[src/rtl/mem_port_arbiter_pkg.sv]
// Shared types and defaults for the fetch/data memory port arbiter.
// Imported by the interface, the latency counter user and the top.
package mem_arb_pkg;

  typedef enum logic [1:0] {
    IDLE  = 2'd0,
    ISSUE = 2'd1,
    WAIT  = 2'd2,
    RESP  = 2'd3
  } state_t;

  localparam logic GNT_IF = 1'b0;
  localparam logic GNT_D  = 1'b1;

  localparam int ADDR_W_DEF     = 16;
  localparam int DATA_W_DEF     = 16;
  localparam int MEM_LAT_DEF    = 4;
  localparam int STARVE_MAX_DEF = 3;

  // Data wins unless fetch is waiting and the data streak is used up.
  function automatic logic pick_grant(
    input logic if_req,
    input logic d_req,
    input logic starved
  );
    return (d_req && !(if_req && starved)) ? GNT_D : GNT_IF;
  endfunction

endpackage

[src/rtl/mem_port_arbiter_if.sv]
// Bus bundle between requesters, arbiter and the unified memory.
// slave is the arbiter's view, master is the surrounding system's.
interface mem_port_arbiter_if
  import mem_arb_pkg::*;
#(
  parameter int ADDR_W = ADDR_W_DEF,
  parameter int DATA_W = DATA_W_DEF
) ();

  logic              if_req;
  logic [ADDR_W-1:0] if_addr;
  logic              if_ack;
  logic [DATA_W-1:0] if_rdata;

  logic              d_req;
  logic              d_wr;
  logic [ADDR_W-1:0] d_addr;
  logic [DATA_W-1:0] d_wdata;
  logic              d_ack;
  logic [DATA_W-1:0] d_rdata;

  logic              mem_en;
  logic              mem_wr;
  logic [ADDR_W-1:0] mem_addr;
  logic [DATA_W-1:0] mem_wdata;
  logic [DATA_W-1:0] mem_rdata;

  logic              busy;

  modport slave (
    input  if_req,
    input  if_addr,
    output if_ack,
    output if_rdata,
    input  d_req,
    input  d_wr,
    input  d_addr,
    input  d_wdata,
    output d_ack,
    output d_rdata,
    output mem_en,
    output mem_wr,
    output mem_addr,
    output mem_wdata,
    input  mem_rdata,
    output busy
  );

  modport master (
    output if_req,
    output if_addr,
    input  if_ack,
    input  if_rdata,
    output d_req,
    output d_wr,
    output d_addr,
    output d_wdata,
    input  d_ack,
    input  d_rdata,
    input  mem_en,
    input  mem_wr,
    input  mem_addr,
    input  mem_wdata,
    output mem_rdata,
    input  busy
  );

endinterface

[src/rtl/mem_port_arbiter_lat_counter.sv]
// Loadable down-counter; done flags the last cycle of a wait.
// Also intended for cache-fill latency tracking.
module mem_lat_counter #(
  parameter int W = 3
) (
  input  logic         clk,
  input  logic         rst,
  input  logic         load,
  input  logic [W-1:0] load_val,
  input  logic         dec,
  output logic         done
);

  logic [W-1:0] cnt;

  always_ff @(posedge clk) begin
    if (rst) begin
      cnt <= '0;
    end else if (load) begin
      cnt <= load_val;
    end else if (dec && cnt != '0) begin
      cnt <= cnt - 1'b1;
    end
  end

  assign done = (cnt == W'(1));

endmodule

[src/rtl/mem_port_arbiter.sv]
// Single-port memory arbiter: one access at a time through
// IDLE -> ISSUE -> WAIT -> RESP, data first with a fetch guard.
module mem_port_arbiter
  import mem_arb_pkg::*;
#(
  parameter int ADDR_W     = ADDR_W_DEF,
  parameter int DATA_W     = DATA_W_DEF,
  parameter int MEM_LAT    = MEM_LAT_DEF,
  parameter int STARVE_MAX = STARVE_MAX_DEF
) (
  input  logic              clk,
  input  logic              rst,
  mem_port_arbiter_if.slave bus
);

  localparam int CNT_W = $clog2(MEM_LAT + 1);
  localparam int STK_W = $clog2(STARVE_MAX + 1);

  localparam logic [CNT_W-1:0] LAT_LOAD =
    CNT_W'(MEM_LAT - 1);
  localparam logic [STK_W-1:0] STK_MAX =
    STK_W'(STARVE_MAX);

  state_t state;
  state_t state_nx;

  logic              gnt;
  logic              gnt_nx;
  logic              wr_q;
  logic [ADDR_W-1:0] addr_q;
  logic [DATA_W-1:0] wdata_q;
  logic [STK_W-1:0]  streak;
  logic [STK_W-1:0]  streak_nx;

  logic any_req;
  logic grab;
  logic starved;
  logic lat_done;

  assign any_req = bus.if_req | bus.d_req;
  assign grab    = (state == IDLE) & any_req;
  assign starved = (streak == STK_MAX);
  assign gnt_nx  = pick_grant(bus.if_req, bus.d_req, starved);

  // Streak counts data grants that overtook a waiting fetch.
  always_comb begin
    streak_nx = '0;
    if (gnt_nx == GNT_D && bus.if_req) begin
      streak_nx = starved ? streak : streak + 1'b1;
    end
  end

  always_ff @(posedge clk) begin
    if (rst) begin
      state <= IDLE;
    end else begin
      state <= state_nx;
    end
  end

  always_comb begin
    state_nx = state;
    unique case (state)
      IDLE:    if (any_req) state_nx = ISSUE;
      ISSUE:   state_nx = WAIT;
      WAIT:    if (lat_done) state_nx = RESP;
      RESP:    state_nx = IDLE;
      default: state_nx = IDLE;
    endcase
  end

  always_ff @(posedge clk) begin
    if (rst) begin
      gnt     <= GNT_IF;
      wr_q    <= 1'b0;
      addr_q  <= '0;
      wdata_q <= '0;
      streak  <= '0;
    end else if (grab) begin
      gnt     <= gnt_nx;
      wr_q    <= (gnt_nx == GNT_D) & bus.d_wr;
      addr_q  <= (gnt_nx == GNT_D) ? bus.d_addr
                                   : bus.if_addr;
      wdata_q <= (gnt_nx == GNT_D) ? bus.d_wdata
                                   : '0;
      streak  <= streak_nx;
    end
  end

  mem_lat_counter #(
    .W (CNT_W)
  ) u_lat (
    .clk      (clk),
    .rst      (rst),
    .load     (state == ISSUE),
    .load_val (LAT_LOAD),
    .dec      (state == WAIT),
    .done     (lat_done)
  );

  always_comb begin
    bus.mem_en   = 1'b0;
    bus.if_ack   = 1'b0;
    bus.d_ack    = 1'b0;
    bus.if_rdata = '0;
    bus.d_rdata  = '0;
    bus.busy     = (state != IDLE);
    unique case (1'b1)
      (state == ISSUE): begin
        bus.mem_en = 1'b1;
      end
      (state == RESP && gnt == GNT_IF): begin
        bus.if_ack   = 1'b1;
        bus.if_rdata = bus.mem_rdata;
      end
      (state == RESP && gnt == GNT_D): begin
        bus.d_ack = 1'b1;
        if (!wr_q) bus.d_rdata = bus.mem_rdata;
      end
      default: ;
    endcase
  end

  assign bus.mem_wr    = wr_q;
  assign bus.mem_addr  = addr_q;
  assign bus.mem_wdata = wdata_q;

  a_ack_excl: assert property (
    @(posedge clk) disable iff (rst)
    !(bus.if_ack && bus.d_ack)
  );

  a_en_once: assert property (
    @(posedge clk) disable iff (rst)
    bus.mem_en |=> !bus.mem_en
  );

endmodule

[src/flat_wrapper.sv]
// flat-port wrapper written by rule: the top's interface ports become plain ports
module mem_port_arbiter_flat import mem_arb_pkg::*;
#(
  parameter int ADDR_W     = ADDR_W_DEF,
  parameter int DATA_W     = DATA_W_DEF,
  parameter int MEM_LAT    = MEM_LAT_DEF,
  parameter int STARVE_MAX = STARVE_MAX_DEF
)
  (clk, rst, bus_if_req, bus_if_addr, bus_if_ack, bus_if_rdata, bus_d_req, bus_d_wr, bus_d_addr, bus_d_wdata, bus_d_ack, bus_d_rdata, bus_mem_en, bus_mem_wr, bus_mem_addr, bus_mem_wdata, bus_mem_rdata, bus_busy);
  mem_port_arbiter_if #(.ADDR_W(ADDR_W), .DATA_W(DATA_W)) bus_i ();
  input  logic clk;
  input  logic rst;
  input wire logic [$bits(bus_i.if_req)-1:0] bus_if_req;
  input wire logic [$bits(bus_i.if_addr)-1:0] bus_if_addr;
  output wire logic [$bits(bus_i.if_ack)-1:0] bus_if_ack;
  output wire logic [$bits(bus_i.if_rdata)-1:0] bus_if_rdata;
  input wire logic [$bits(bus_i.d_req)-1:0] bus_d_req;
  input wire logic [$bits(bus_i.d_wr)-1:0] bus_d_wr;
  input wire logic [$bits(bus_i.d_addr)-1:0] bus_d_addr;
  input wire logic [$bits(bus_i.d_wdata)-1:0] bus_d_wdata;
  output wire logic [$bits(bus_i.d_ack)-1:0] bus_d_ack;
  output wire logic [$bits(bus_i.d_rdata)-1:0] bus_d_rdata;
  output wire logic [$bits(bus_i.mem_en)-1:0] bus_mem_en;
  output wire logic [$bits(bus_i.mem_wr)-1:0] bus_mem_wr;
  output wire logic [$bits(bus_i.mem_addr)-1:0] bus_mem_addr;
  output wire logic [$bits(bus_i.mem_wdata)-1:0] bus_mem_wdata;
  input wire logic [$bits(bus_i.mem_rdata)-1:0] bus_mem_rdata;
  output wire logic [$bits(bus_i.busy)-1:0] bus_busy;
  assign bus_i.if_req = bus_if_req;
  assign bus_i.if_addr = bus_if_addr;
  assign bus_if_ack = bus_i.if_ack;
  assign bus_if_rdata = bus_i.if_rdata;
  assign bus_i.d_req = bus_d_req;
  assign bus_i.d_wr = bus_d_wr;
  assign bus_i.d_addr = bus_d_addr;
  assign bus_i.d_wdata = bus_d_wdata;
  assign bus_d_ack = bus_i.d_ack;
  assign bus_d_rdata = bus_i.d_rdata;
  assign bus_mem_en = bus_i.mem_en;
  assign bus_mem_wr = bus_i.mem_wr;
  assign bus_mem_addr = bus_i.mem_addr;
  assign bus_mem_wdata = bus_i.mem_wdata;
  assign bus_i.mem_rdata = bus_mem_rdata;
  assign bus_busy = bus_i.busy;
  mem_port_arbiter #(.ADDR_W(ADDR_W), .DATA_W(DATA_W), .MEM_LAT(MEM_LAT), .STARVE_MAX(STARVE_MAX)) u_core (.clk(clk), .rst(rst), .bus(bus_i));
endmodule
[config.mk]
export PLATFORM = sky130hd
export DESIGN_NAME = mem_port_arbiter_flat
export DESIGN_NICKNAME = d
export VERILOG_FILES = /design/src/rtl/mem_port_arbiter_pkg.sv /design/src/rtl/mem_port_arbiter_if.sv /design/src/rtl/mem_port_arbiter_lat_counter.sv /design/src/rtl/mem_port_arbiter.sv /design/src/flat_wrapper.sv
export SDC_FILE = /design/constraint.sdc
export NUM_CORES = 1
export LEC_CHECK = 0
export ABC_AREA = 1
export CELL_PAD_IN_SITES_DETAIL_PLACEMENT = 0
export CELL_PAD_IN_SITES_GLOBAL_PLACEMENT = 1
export CORE_MARGIN = 1.5
export CORE_UTILIZATION = 24
export CTS_CLUSTER_DIAMETER = 200
export DETAILED_ROUTE_END_ITERATION = 7
export PLACE_DENSITY_LB_ADDON = 0.1
export SLEW_MARGIN = 10
export SYNTH_ARGS = -nofsm -noshare
export SYNTH_HDL_FRONTEND = slang
export SYNTH_SLANG_ARGS = --single-unit
[constraint.sdc]
create_clock -name clk -period 1.7 [get_ports clk]
set_clock_uncertainty 0.1 [all_clocks]
set_input_delay 0.255 -clock clk [delete_from_list [all_inputs] [get_ports clk]]
set_output_delay 0.255 -clock clk [all_outputs]
set_load 0.005 [all_outputs]
* Word level (Yosys, flattened, before mapping)
Index checks and enable logic that the tools add are counted.
Word-level totals: bits in latches 0, ROM bits 0, memories 0, output and inout port bits 69, bits in writable memories 0, logic and storage cells 52, flip-flop bits (word level) 41
Operators by class: magnitude comparators 0, equality and inequality tests 8, mux-type cells 16, reduce and logical (&&, ||, !) cells 14, bitwise gates (word level) 4, multipliers 0, shift operators 0, $add $sub $neg 2, div/mod/pow operators 0
Operator list (count):
- two-way mux 16 bit | 5
- two-way mux 2 bit | 6
- one-hot mux 2 bit (4 select lines) | 1
- equality test 2 bit (second input constant) | 3
- logical AND 1 bit | 6
- two-way mux 1 bit | 4
- inequality test 2 x 1 -> 1 bit (second input constant) | 2
- AND reduction 2 bit | 2
- nonzero test 2 bit | 2
- equality test 3 x 1 -> 1 bit (second input constant) | 1
- nonzero test 3 bit | 1
- subtractor 3 x 1 -> 3 bit (second input constant) | 1
- adder 2 x 1 -> 2 bit (second input constant) | 1
- bitwise AND 1 bit | 2
- equality test 2 x 1 -> 1 bit (second input constant) | 1
- logical NOT 2 bit | 1
- inequality test 2 bit (second input constant) | 1
- OR reduction 2 bit | 1
- logical NOT 1 bit | 1
- NOT 1 bit | 1
- bitwise OR 1 bit | 1

* Depth between registers and ports, before layout
depth after elaboration 8, mapped depth 8

* Hierarchy
Synthesis repeated with hierarchy kept, for this count alone.
Unflattened totals: cells, all modules 348, area, all modules 2219.6 sq um
By module, submodules not included:
- mem_port_arbiter | times used 1, cells each 314, area an instance 1988.2 sq um, sequential area each 760.7 sq um
- mem_lat_counter | times used 1, cells each 34, area an instance 231.5 sq um, sequential area each 60.1 sq um

* Worst setup path before layout
Ideal clock, no wire load.
path kind reg2out, start reg u_core.state[0], end out bus_d_rdata[10], arrival time 1196 ps, required time 1345 ps, buffers on the path 2, slack 149 ps, cell stages (with the launch flop) 7, cell sequence dfxtp_1 ha_1 nand2_1 or2_2 clkbuf_2 buf_6 nor2_1
On the way: longest elaborated chain between the ends 3
RTL lines:
- from (decl) | line mem_port_arbiter.sv:24 | state_t state;
- from (signal assigned) | line mem_port_arbiter.sv:57 | state <= state_nx;
- equality test 2 bit | line mem_port_arbiter.sv:116 | (state == RESP && gnt == GNT_D): begin
- logical AND 1 bit | line mem_port_arbiter.sv:116
- two-way mux 16 bit | line mem_port_arbiter.sv:108 | unique case (1'b1)
- to (decl) | line flat_wrapper.sv:22 | output wire logic [$bits(bus_i.d_rdata)-1:0] bus_d_rdata;
Every way passes these cells.

* Worst setup path in the final report
start reg u_core.state[0], end out bus_if_rdata[3]
On the way: longest elaborated chain between the ends 3
RTL lines:
- equality test 2 bit | line mem_port_arbiter.sv:112 | (state == RESP && gnt == GNT_IF): begin
- logical AND 1 bit | line mem_port_arbiter.sv:112
- two-way mux 16 bit | line mem_port_arbiter.sv:108
- to (decl) | line flat_wrapper.sv:16 | output wire logic [$bits(bus_i.if_rdata)-1:0] bus_if_rdata;
Every way passes these cells.

==> reports/qor.txt <==
Status: finished with violations
Failing checks: setup timing
Worst path slowest cell: dfxtp_2
DIE WIDTH: 98.4 µm
Setup TNS: -4900 ps
Crit-path max FO: 5
Tmin final: 1920 ps
DR top layer: met4
Worst Setup End Kind: output pin
Synth top area share: 37.6%
Largest net degree at the start of global routing: 34
Met3 wire len: 538 µm
Design Area, Final: 0.00439 mm²
Yosys cell types: 20
Clock-pin slew on the worst setup and hold paths: 90 ps
Final net count: 598
Register bit total from synthesis: 41
Core Rows: 34
Core Util, Final: 50.1%
Total of max-cap violations: 0
# hold bufs at CTS: 0
Top cells by count, synth: nor2_1, nand2_1, inv_1
Post-Synth Adder-Cell Area: 4.58%
Final Hold Fails: 0
Most frequent cell after synthesis: nor2_1
CP startpoint: u_core.state[0]$_SDFFE_PP0P_
Remaining DRCs: 0
CP required: 1340 ps
R2R cell count: 12
Via/cell ratio: 4.25
Placement Setup Slack: -256 ps
Largest family of logic cells by synthesized area: simple AND/OR/NAND/NOR gates
Std-Cell Core Area: 0.00876 mm²
DR vias: 2,675
Area delta synth->final: 101%
Mapped Cells: 345
CP max stage delay: 360 ps
Share of cells above drive strength 1: 29.9%
Area leader, netlist: dfxtp_1
Die Y: 98.4 µm
Die area: 0.00968 mm²
Starting Density: 24.9%
Reg2reg setup slack: 10 ps
Final Setup Violations: 33
Worst slew margin: 81.4%
Synthesized area: 0.00218 mm²
Clock buffer depth: 2
Post-route ant nets: 0
Routed wire length: 7.59 mm
Worst flop-to-flop path endpoint: u_core.bus.mem_addr[13]$_SDFFE_PP0P_
PD cells: 1230 mW/mm²
H-tree lvl count: 2
FFs w/ async S/R, synth: 0%
Worst setup path endpoint: bus_if_rdata[3]
Pleak: 2.04 nW
CTS Root Cell: clkbuf_8
Number of global-route vias before repair: 2,543
Gp weighted congestion: 0.704
DP HPWL: 4.80 mm
Initial DRC Count: 79
Global route overflow: 0
Worst Setup Start Kind: flop
Skew-Pair Late Insertion Delay: 300 ps
Diodes inserted: 0
Count of input and output buffers: 137
Crit path cell chain: ha_4, inv_4, nor2_4, clkinvlp_4, buf_6, buf_6, nor2_4, buf_6
Global-route wire length before repair: 11.6 mm
PnR worst setup slack: -220 ps
Synth Area in XOR/XNOR: 0%
Slew @ Worst Pin: 278 ps
Met2 WL: 3.75 mm
YS warnings: 0
Most common cell on crit path: buf_6
Fmax achieved: 521 MHz
Syn_nets: 422
Clk sinks: 41
WS Path Type: reg -> out
FF-to-FF Start: u_core.state[1]$_SDFFE_PP0P_
Max IR drop VDD: 0.584 mV
Mux contribution to synthesized area: 0%
Initial antenna violation count: 0
Post-Synth Simple-Gate Area: 35.0%
Top cells by area, synth: dfxtp_1, nor2_1, nand2_1, inv_1, nand4_1
Placed Area: 0.00378 mm²
Ys flop type: dfxtp_1
Min-Delay Path Class: reg -> reg
Pwr Total: 5.42 mW
# IOs: 138
Compound-gate portion of the synthesized area: 9.34%
RSZ-0062 raised after global routing: true
Router iterations before antenna repair: 4
Met1 Wirelength: 3.19 mm
Post-synth EDFFs: 0
GRT Total Usage: 14.6%
Cts bufs inserted: 5
Post-synthesis average cell area: 6.33 µm²
Seq/Total Area, Yosys: 37.6%
Tcrit/Tclk final: 113%
Per-cell routed wire length: 12.1 µm
Final slew viol count: 0
TritonCTS clock tree: done
Worst EP arrival: 1570 ps
## metrics by stage
step / hold slack, ps / instances
floorplan: 323 / 345
global placement: 347 / 590
global route: 387 / 630
finish: 362 / 630
detailed placement: 354 / 590
CTS: 368 / 619
## report_power, final
part	total (mW)	internal, mW	switching, mW
clock network	0.806	0.440	0.367
logic	3.24	1.77	1.46
registers	1.38	1.24	0.147
total	5.42	3.45	1.97
## layout make-up
type / count / area, µm²
Multi-Input combinational cell: 235 / 1320
Fill cell: 880 / 4370
Sequential cell: 41 / 827
Clock inverter: 3 / 46.3
Timing Repair Buffer: 186 / 1780
Tap cell: 108 / 135
Clock buffer: 5 / 68.8
Inverter: 51 / 204
Timing Repair inverter: 1 / 7.51
## what timing repair did
item	in CTS	in global routing
resized for setup	165	88
hold endpoints to repair	0	0
cloned	2	4
setup buffers	20	9
setup endpoints to repair	36	55
pin swaps	15	48
## registers in the layout, summed over array words and instances, names as in the netlist
| register | count |
|---|---|
| u_core.bus.mem_addr | 16 |
| u_core.bus.mem_wdata | 16 |
| u_core.bus.mem_wr | 1 |
| u_core.gnt | 1 |
| u_core.state | 2 |
| u_core.streak | 2 |
| u_core.u_lat.cnt | 3 |
## placed cells by master (no fill, tap or decap), types with 3 or more instances in the layout
cell type and instances:
a21oi_1 21, buf_12 5, buf_2 29, buf_4 18
buf_6 26, clkbuf_16 3, clkbuf_2 3, clkbuf_8 5
clkdlybuf4s50_1 101, dfxtp_1 38, ha_1 6, inv_1 46
inv_4 3, nand2_1 55, nand2_2 4, nand2_4 11
nand3_1 5, nand4_1 18, nor2_1 57, nor2_2 25
nor2_4 10, o21ai_0 13, o21ai_1 5
## logic make-up after synthesis
kind of cell | after synthesis
AOI/OAI and AO/OA | 40
DFF | 41
adders and majority gates | 8
buffers and inverters | 70
and+or+nand+nor | 186
## layer usage
metal,track usage (%),vias to the layer above
li1,-,1417
met1,17.3,1161
met2,25.8,90
met3,3.58,7
met4,4.44,0
met5,0,-
## worst max-delay path: cells and delay by family, from the launching register on
family | cells | cell delay, ps
adders and majority gates | 1 | 160
DFF | 1 | 360
and+or+nand+nor | 2 | 170
buffers and inverters | 5 | 570
## worst min path at each step
stage / start / endpoint / slack [ps] / cells past startpoint
after global placement: u_core.bus.mem_wdata[10]$_SDFFE_PP0P_ / u_core.bus.mem_wdata[10]$_SDFFE_PP0P_ / 350 / 2
after CTS: u_core.bus.mem_wdata[8]$_SDFFE_PP0P_ / u_core.bus.mem_wdata[8]$_SDFFE_PP0P_ / 370 / 2
after global routing: u_core.bus.mem_wdata[11]$_SDFFE_PP0P_ / u_core.bus.mem_wdata[11]$_SDFFE_PP0P_ / 390 / 2
final: u_core.bus.mem_wdata[10]$_SDFFE_PP0P_ / u_core.bus.mem_wdata[10]$_SDFFE_PP0P_ / 360 / 2
after detailed placement: u_core.bus.mem_wdata[11]$_SDFFE_PP0P_ / u_core.bus.mem_wdata[11]$_SDFFE_PP0P_ / 350 / 2
after floorplan: bus_d_wdata[0] / u_core.bus.mem_wdata[0]$_SDFFE_PP0P_ / 320 / 2
No activity file was read; power rests on OpenSTA's default activity.
